`src/rtl/simon_pkg.sv`:
```
// Shared types and helpers for the colour-sequence game datapath.
//   colour_t    : 2-bit colour code (RED, GREEN, BLUE, YELLOW)
//   MAX_ROUNDS  : depth of the stored colour sequence
//   LFSR_TAPS   : tap mask for x^16+x^14+x^13+x^11+1 (bits 15,13,12,10)
//   onehot()    : colour to lamp/key one-hot code (bit index = colour code)
//   lfsr_next() : one shift-left LFSR step, feedback into bit 0
//   next_colour(): low two bits the LFSR will hold after one step
package simon_pkg;

   typedef enum logic [1:0] {
      RED    = 2'd0,
      GREEN  = 2'd1,
      BLUE   = 2'd2,
      YELLOW = 2'd3
   } colour_t;

   localparam int unsigned MAX_ROUNDS = 32;
   localparam logic [15:0] LFSR_TAPS  = 16'hB400;

   function automatic logic [3:0] onehot(input colour_t c);
      return 4'b0001 << c;
   endfunction

   function automatic logic [15:0] lfsr_next(input logic [15:0] v);
      return {v[14:0], ^(v & LFSR_TAPS)};
   endfunction

   function automatic colour_t next_colour(input logic [15:0] v);
      return colour_t'({v[0], ^(v & LFSR_TAPS)});
   endfunction

endpackage

```
`src/rtl/lfsr16.sv`:
```
// 16-bit Fibonacci LFSR (shift left, feedback into bit 0).
// Ports:
//   clk   : clock
//   reset : asynchronous active-high reset, value <= SEED_DEFAULT
//   load  : load seed (has priority over step)
//   seed  : value to load
//   step  : advance one step
//   value : current LFSR state
module lfsr16
   import simon_pkg::*;
#(
   parameter logic [15:0] SEED_DEFAULT = 16'hACE1
) (
   input  logic        clk,
   input  logic        reset,
   input  logic        load,
   input  logic [15:0] seed,
   input  logic        step,
   output logic [15:0] value
);

   logic [15:0] value_q, value_d;

   always_comb begin
      value_d = value_q;
      if (load)
         value_d = seed;
      else if (step)
         value_d = lfsr_next(value_q);
   end

   always_ff @(posedge clk or posedge reset) begin
      if (reset)
         value_q <= SEED_DEFAULT;
      else
         value_q <= value_d;
   end

   assign value = value_q;

endmodule

```
`src/rtl/seq_datapath.sv`:
```
// Datapath for a colour-sequence memory game: seed counter, LFSR-driven
// colour sequence store, player-key checking, lamp drive and a speed-scaled
// pulse timer.
// Ports:
//   clk, reset    : clock, asynchronous active-high reset
//   rst_seedgen   : clear free-running seed counter
//   start         : seed LFSR, clear sequence, restart timer
//   load_colour   : append one random colour (ignored when full or on start)
//   load_speed    : latch speed into speed level and restart timer
//   speed[2:0]    : requested speed level (period = BASE_PERIOD >> speed)
//   flash_clk     : light the expected colour
//   check_round   : items remaining; selects the expected sequence item
//   player_input  : one-hot colour keys, 0 = no key
//   pulse         : one-cycle timing tick
//   result        : last press matched the expected colour
//   leds          : one-hot lamp drive
// Build option: define SEQ_PLAYER_ECHO_EN to echo player keys on the lamps
// while flash_clk is low.
module seq_datapath
   import simon_pkg::*;
#(
   parameter int unsigned BASE_PERIOD  = 25000000,
   parameter logic [15:0] SEED_DEFAULT = 16'hACE1
) (
   input  logic       clk,
   input  logic       reset,
   input  logic       rst_seedgen,
   input  logic       start,
   input  logic       load_colour,
   input  logic       load_speed,
   input  logic [2:0] speed,
   input  logic       flash_clk,
   input  logic [5:0] check_round,
   input  logic [3:0] player_input,
   output logic       pulse,
   output logic       result,
   output logic [3:0] leds
);

   localparam int unsigned TW = (BASE_PERIOD > 1) ? $clog2(BASE_PERIOD) : 1;

   // Countdown start value for a level: max(1, BASE_PERIOD >> lvl) - 1.
   function automatic logic [TW-1:0] reload_val(input logic [2:0] lvl);
      logic [31:0] s;
      s = BASE_PERIOD >> lvl;
      if (s == 32'd0)
         s = 32'd1;
      return TW'(s - 32'd1);
   endfunction

   logic [15:0]   seed_cnt_q, seed_cnt_d;
   logic [5:0]    round_q, round_d;
   logic [2:0]    speed_lvl_q, speed_lvl_d;
   logic [TW-1:0] timer_q, timer_d;
   logic          pulse_q, pulse_d;
   logic          result_q, result_d;
   logic [3:0]    leds_q, leds_d;

   colour_t       mem [MAX_ROUNDS];
   logic [15:0]   lfsr_value, lfsr_seed;
   logic          do_append;
   logic [4:0]    idx;
   logic          exp_valid;
   logic [3:0]    exp_onehot;

   lfsr16 #(.SEED_DEFAULT(SEED_DEFAULT)) u_lfsr (
      .clk   (clk),
      .reset (reset),
      .load  (start),
      .seed  (lfsr_seed),
      .step  (do_append),
      .value (lfsr_value)
   );

   always_comb begin
      seed_cnt_d = rst_seedgen ? '0 : seed_cnt_q + 16'd1;
      lfsr_seed  = (seed_cnt_q == '0) ? SEED_DEFAULT : seed_cnt_q;

      // Start wins over load_colour; a full sequence ignores further loads.
      do_append = load_colour && !start && (round_q != 6'(MAX_ROUNDS));
      round_d   = round_q;
      if (start)
         round_d = '0;
      else if (do_append)
         round_d = round_q + 6'd1;

      idx        = 5'(round_q - check_round);
      exp_valid  = (check_round != '0) && (check_round <= round_q);
      exp_onehot = onehot(mem[idx]);

      speed_lvl_d = load_speed ? speed : speed_lvl_q;
      // Pulse is registered one cycle behind the timer reaching zero.
      pulse_d = 1'b0;
      if (load_speed || start)
         timer_d = reload_val(speed_lvl_d);
      else if (timer_q == '0) begin
         timer_d = reload_val(speed_lvl_q);
         pulse_d = 1'b1;
      end else
         timer_d = timer_q - TW'(1);

      result_d = result_q;
      if (player_input != '0)
         result_d = exp_valid && (player_input == exp_onehot);

      leds_d = '0;
      if (flash_clk) begin
         if (exp_valid)
            leds_d = exp_onehot;
      end
`ifdef SEQ_PLAYER_ECHO_EN
      else
         leds_d = player_input;
`endif
   end

   always_ff @(posedge clk or posedge reset) begin
      if (reset) begin
         seed_cnt_q  <= '0;
         round_q     <= '0;
         speed_lvl_q <= '0;
         timer_q     <= TW'(BASE_PERIOD - 1);
         pulse_q     <= 1'b0;
         result_q    <= 1'b0;
         leds_q      <= '0;
      end else begin
         seed_cnt_q  <= seed_cnt_d;
         round_q     <= round_d;
         speed_lvl_q <= speed_lvl_d;
         timer_q     <= timer_d;
         pulse_q     <= pulse_d;
         result_q    <= result_d;
         leds_q      <= leds_d;
      end
   end

   // Sequence store is not reset; round_q = 0 keeps it unobservable.
   always_ff @(posedge clk) begin
      if (do_append && !reset)
         mem[round_q[4:0]] <= next_colour(lfsr_value);
   end

   assign pulse  = pulse_q;
   assign result = result_q;
   assign leds   = leds_q;

endmodule

```
`config.mk`:
```
export PLATFORM = sky130hd
export DESIGN_NAME = seq_datapath
export DESIGN_NICKNAME = d
export VERILOG_FILES = /design/src/rtl/simon_pkg.sv /design/src/rtl/lfsr16.sv /design/src/rtl/seq_datapath.sv
export SDC_FILE = /design/constraint.sdc
export NUM_CORES = 1
export LEC_CHECK = 0
export ABC_AREA = 1
export BUFFER_PORTS_ARGS = -buffer_cell sky130_fd_sc_hd__buf_2
export CAP_MARGIN = 30
export CORE_ASPECT_RATIO = 1.75
export CORE_MARGIN = 3
export CORE_UTILIZATION = 45
export DETAILED_ROUTE_END_ITERATION = 8
export HOLD_SLACK_MARGIN = 0.12
export PLACE_DENSITY_LB_ADDON = 0.15
export SLEW_MARGIN = 10
export SYNTH_ARGS = -nofsm -noshare
export SYNTH_HDL_FRONTEND = slang
export SYNTH_SLANG_ARGS = --single-unit
```
`constraint.sdc`:
```
create_clock -name clk -period 2.39 [get_ports clk]
set_input_delay 0.3585 -clock clk [delete_from_list [all_inputs] [get_ports clk]]
set_output_delay 0.3585 -clock clk [all_outputs]
set_load 0.02 [all_outputs]
```
==> impl_metrics.env <==
export IMPL_outcome="finished, violations left"
export IMPL_violations="setup timing"
export IMPL_synth_top_family_by_area="simple AND/OR/NAND/NOR gates"
export IMPL_yosys_area_share_simple_pct=27.9
export IMPL_htreeDepth=4
export IMPL_first_pass_iters=4
export IMPL_synthMuxAreaShare_pct=0
export IMPL_path_max_fanout=6
export IMPL_yosys_area_top_type="edfxtp_1"
export IMPL_fp_dieW_um=106
export IMPL_end_kind="register"
export IMPL_ant_nets=0
export IMPL_gp_congestion=0.900
export IMPL_async_flop_share_pct=52.9
export IMPL_fin_area_um2=9920
export IMPL_overflow=0
export IMPL_avgViaCountPerCell=5.15
export IMPL_synth_compound_area_share_pct=10.5
export IMPL_std_cell_rows=63
export IMPL_clockBufferDepth=2
export IMPL_syn_area_per_cell_um2=8.16
export IMPL_grt_max_degree=35
export IMPL_diodes=0
export IMPL_ys_seq_area_share_pct=47.8
export IMPL_pre_cts_slack_ns=-0.269
export IMPL_finalClockSkew_ns=0.00919
export IMPL_area_growth_pct=26.2
export IMPL_reg2reg_to="result"
export IMPL_worstSetupStartpointType="register"
export IMPL_grt_pass1_vias=6947
export IMPL_wl_um=21600
export IMPL_start_util_pct=46.2
export IMPL_hold_start="player_input[2]"
export IMPL_slowest_stage="fa_2"
export IMPL_cpMostUsedCell="nand2_1"
export IMPL_die_h_um=181
export IMPL_reg2reg_depth=18
export IMPL_vdd_drop_max_mv=0.373
export IMPL_hold_class="input pin to register"
export IMPL_maxCapViolCount=0
export IMPL_p_leak_nw=4.35
export IMPL_setup_ws_ns=-0.266
export IMPL_numCtsBuffers=17
export IMPL_drc_errors=0
export IMPL_grt_usage_pct=23.2
export IMPL_grt_pass1_wl_um=34500
export IMPL_layout_nets=1117
export IMPL_root_buffer="clkbuf_16"
export IMPL_r2r_start="round_q[0]"
export IMPL_cpPeakStageDelay_ns=0.68
export IMPL_yosys_top_cells_area="edfxtp_1 24%, dfrtp_1 15%, nand2_1 8.9%"
export IMPL_power_density_nw_per_um2=769
export IMPL_fmax_mhz=377
export IMPL_core_area_um2=17000
export IMPL_min_period_ns=2.66
export IMPL_synth_cell_types=52
export IMPL_routedWlPerCell_um=16.4
export IMPL_antenna_found_initial=0
export IMPL_cp_cell_sequence="inv_2 > ha_4 > inv_2 > fa_2 > buf_6 > o21ai_1 > o22ai_2 > nand2_1 > nand3_1 > nand3_2 > nand2_4 > inv_2 > nand2_2 > nand2_1 > nand2_1 > inv_1 > nand2_1 > nand2_1"
export IMPL_slew_limit_headroom_pct=59.5
export IMPL_syn_area_um2=7860
export IMPL_slew_viol_final=0
export IMPL_cp_data_required_time_ns=2.71
export IMPL_ys_flop_type="edfxtp_1"
export IMPL_rsz0062_at_grt="true"
export IMPL_yosys_area_top_type_share_pct=24.5
export IMPL_ioPinCount=26
export IMPL_vias=6788
export IMPL_worstMarginPinSlew_ns=0.608
export IMPL_finalHoldViolCount=0
export IMPL_crit_type="register to register"
export IMPL_portBuffers=25
export IMPL_hpwl_um=16200
export IMPL_critPathBufInv=5
export IMPL_cts_tree="built"
export IMPL_drt_iter0_drc=326
export IMPL_cts_sinks=136
export IMPL_die_area_um2=19100
export IMPL_hold_depth=4
export IMPL_place_area_um2=8850
export IMPL_final_core_util_pct=58.2
export IMPL_synth_nets=1001
export IMPL_syn_inst=963
export IMPL_arrival_ns=2.97
export IMPL_cp_top_family="adder cells"
export IMPL_synth_edff_count=64
export IMPL_synthXorXnorAreaFrac_pct=2.77
export IMPL_synth_adder_area_share_pct=2.96
export IMPL_finalCritPeriodShare_pct=111
export IMPL_layout_drive_gt1_share_pct=28.9
export IMPL_min_to="result"
export IMPL_clk_insertion_delay_late_ns=0.43
export IMPL_setup_viol=5
export IMPL_r2r_slack_ns=-0.27
export IMPL_yosys_warnings=0
export IMPL_path_clk_slew_ns=0.06
export IMPL_ys_ff_latch=136
==> how the worst max path moves through the flow <==
stage | startpoint | to | slack [ns] | cells past startpoint
global route | round_q[0] | result | -0.37 | 18
finish | round_q[0] | result | -0.27 | 18
floorplan | round_q[0] | result | -0.01 | 20
global placement | check_round[0] | leds[1] | -0.20 | 15
detailed placement | check_round[0] | leds[1] | -0.27 | 15
CTS | round_q[0] | result | -0.15 | 20
==> registers in the layout, indices dropped and copies added, names as in the netlist <==
register	count
mem	64
timer_q	25
seed_cnt_q	16
u_lfsr.value	16
round_q	6
leds	4
speed_lvl_q	3
pulse	1
result	1
==> worst register-to-register path, delay by kind of cell (launching register included) <==
family                     cells  cell delay [ns]
buffers and inverters          5             0.39
and+or+nand+nor                9             0.68
DFF                            1             0.39
AOI/OAI and AO/OA              2             0.28
adders and majority gates      2             0.81
==> kinds of logic (layout without fill, tap and decap cells) <==
kind of cell | after synthesis | count (layout)
simple gates | 482 | 483
compound gates | 144 | 144
buf+inv | 159 | 287
xor+xnor | 24 | 24
flops | 136 | 136
fa+ha+maj | 18 | 18
==> timing repair <==
item	in CTS	in global routing
hold buffers	1	0
pin swaps	5	41
buffers inserted	1	8
endpoints found under the setup margin	4	50
cloned	3	0
gates resized for setup	31	85
endpoints found under the hold margin	19	0
==> layout make-up <==
cell class | count | area [um2]
clock buffers | 18 | 439
clock inverters | 14 | 135
fillers | 1600 | 7110
inverters | 130 | 494
multi-input cells | 669 | 3810
flip-flops and latches | 136 | 3750
well taps | 227 | 284
repair buffers | 125 | 996
==> cells in the final DEF, fill, tap and decap left out, types with 17 or more instances in the layout <==
| cell | instances |
|---|---|
| a21oi_1 | 26 |
| buf_2 | 25 |
| buf_4 | 88 |
| clkbuf_16 | 17 |
| dfrtp_1 | 47 |
| dfstp_2 | 25 |
| edfxtp_1 | 64 |
| inv_1 | 112 |
| nand2_1 | 172 |
| nand2_2 | 31 |
| nand3_1 | 57 |
| nor2_1 | 130 |
| nor2_4 | 20 |
| o21ai_0 | 60 |
==> through the flow <==
step	cells	TNS, ns	total power [mW]	hold slack [ns]
6_report	1319	-0.673	7.63	0.205
5_1_grt	1319	-1.34	8.00	0.229
4_1_cts	1310	-0.321	7.41	0.193
3_5_place_dp	1274	-1.02	4.72	0.414
3_3_place_gp	1274	-0.649	4.71	0.411
2_1_floorplan	963	-0.0113	4.04	0.454
==> routing by layer <==
layer	share of wire [%]	GRT usage [%]	vias up
li1	-	-	3379
met1	37	23.2	3253
met2	58	46.1	111
met3	1.9	3.29	45
met4	3.7	10.4	0
met5	0	0	-
==> Yosys cell counts (4+ instances only) <==
| library cell | n |
|---|---|
| nor3_1 | 10 |
| o22ai_1 | 17 |
| ha_1 | 17 |
| xnor2_1 | 7 |
| inv_1 | 118 |
| nand2_2 | 18 |
| dfstp_2 | 25 |
| nand4_1 | 9 |
| dfrtp_1 | 47 |
| nor2_4 | 10 |
| nor4_1 | 4 |
| clkbuf_1 | 16 |
| nor2_2 | 9 |
| inv_2 | 9 |
| xor2_1 | 16 |
| nand2_1 | 187 |
| buf_2 | 7 |
| edfxtp_1 | 64 |
| nor2_1 | 146 |
| o21ai_0 | 80 |
| a21oi_1 | 27 |
| nand3_1 | 72 |
==> power by group <==
| group | switching, mW | internal [mW] | total, mW |
|---|---|---|---|
| registers | 0.122 | 2.80 | 2.92 |
| logic | 1.27 | 0.875 | 2.15 |
| clock network | 1.08 | 1.48 | 2.56 |
No activity file was read; power rests on OpenSTA's default activity.
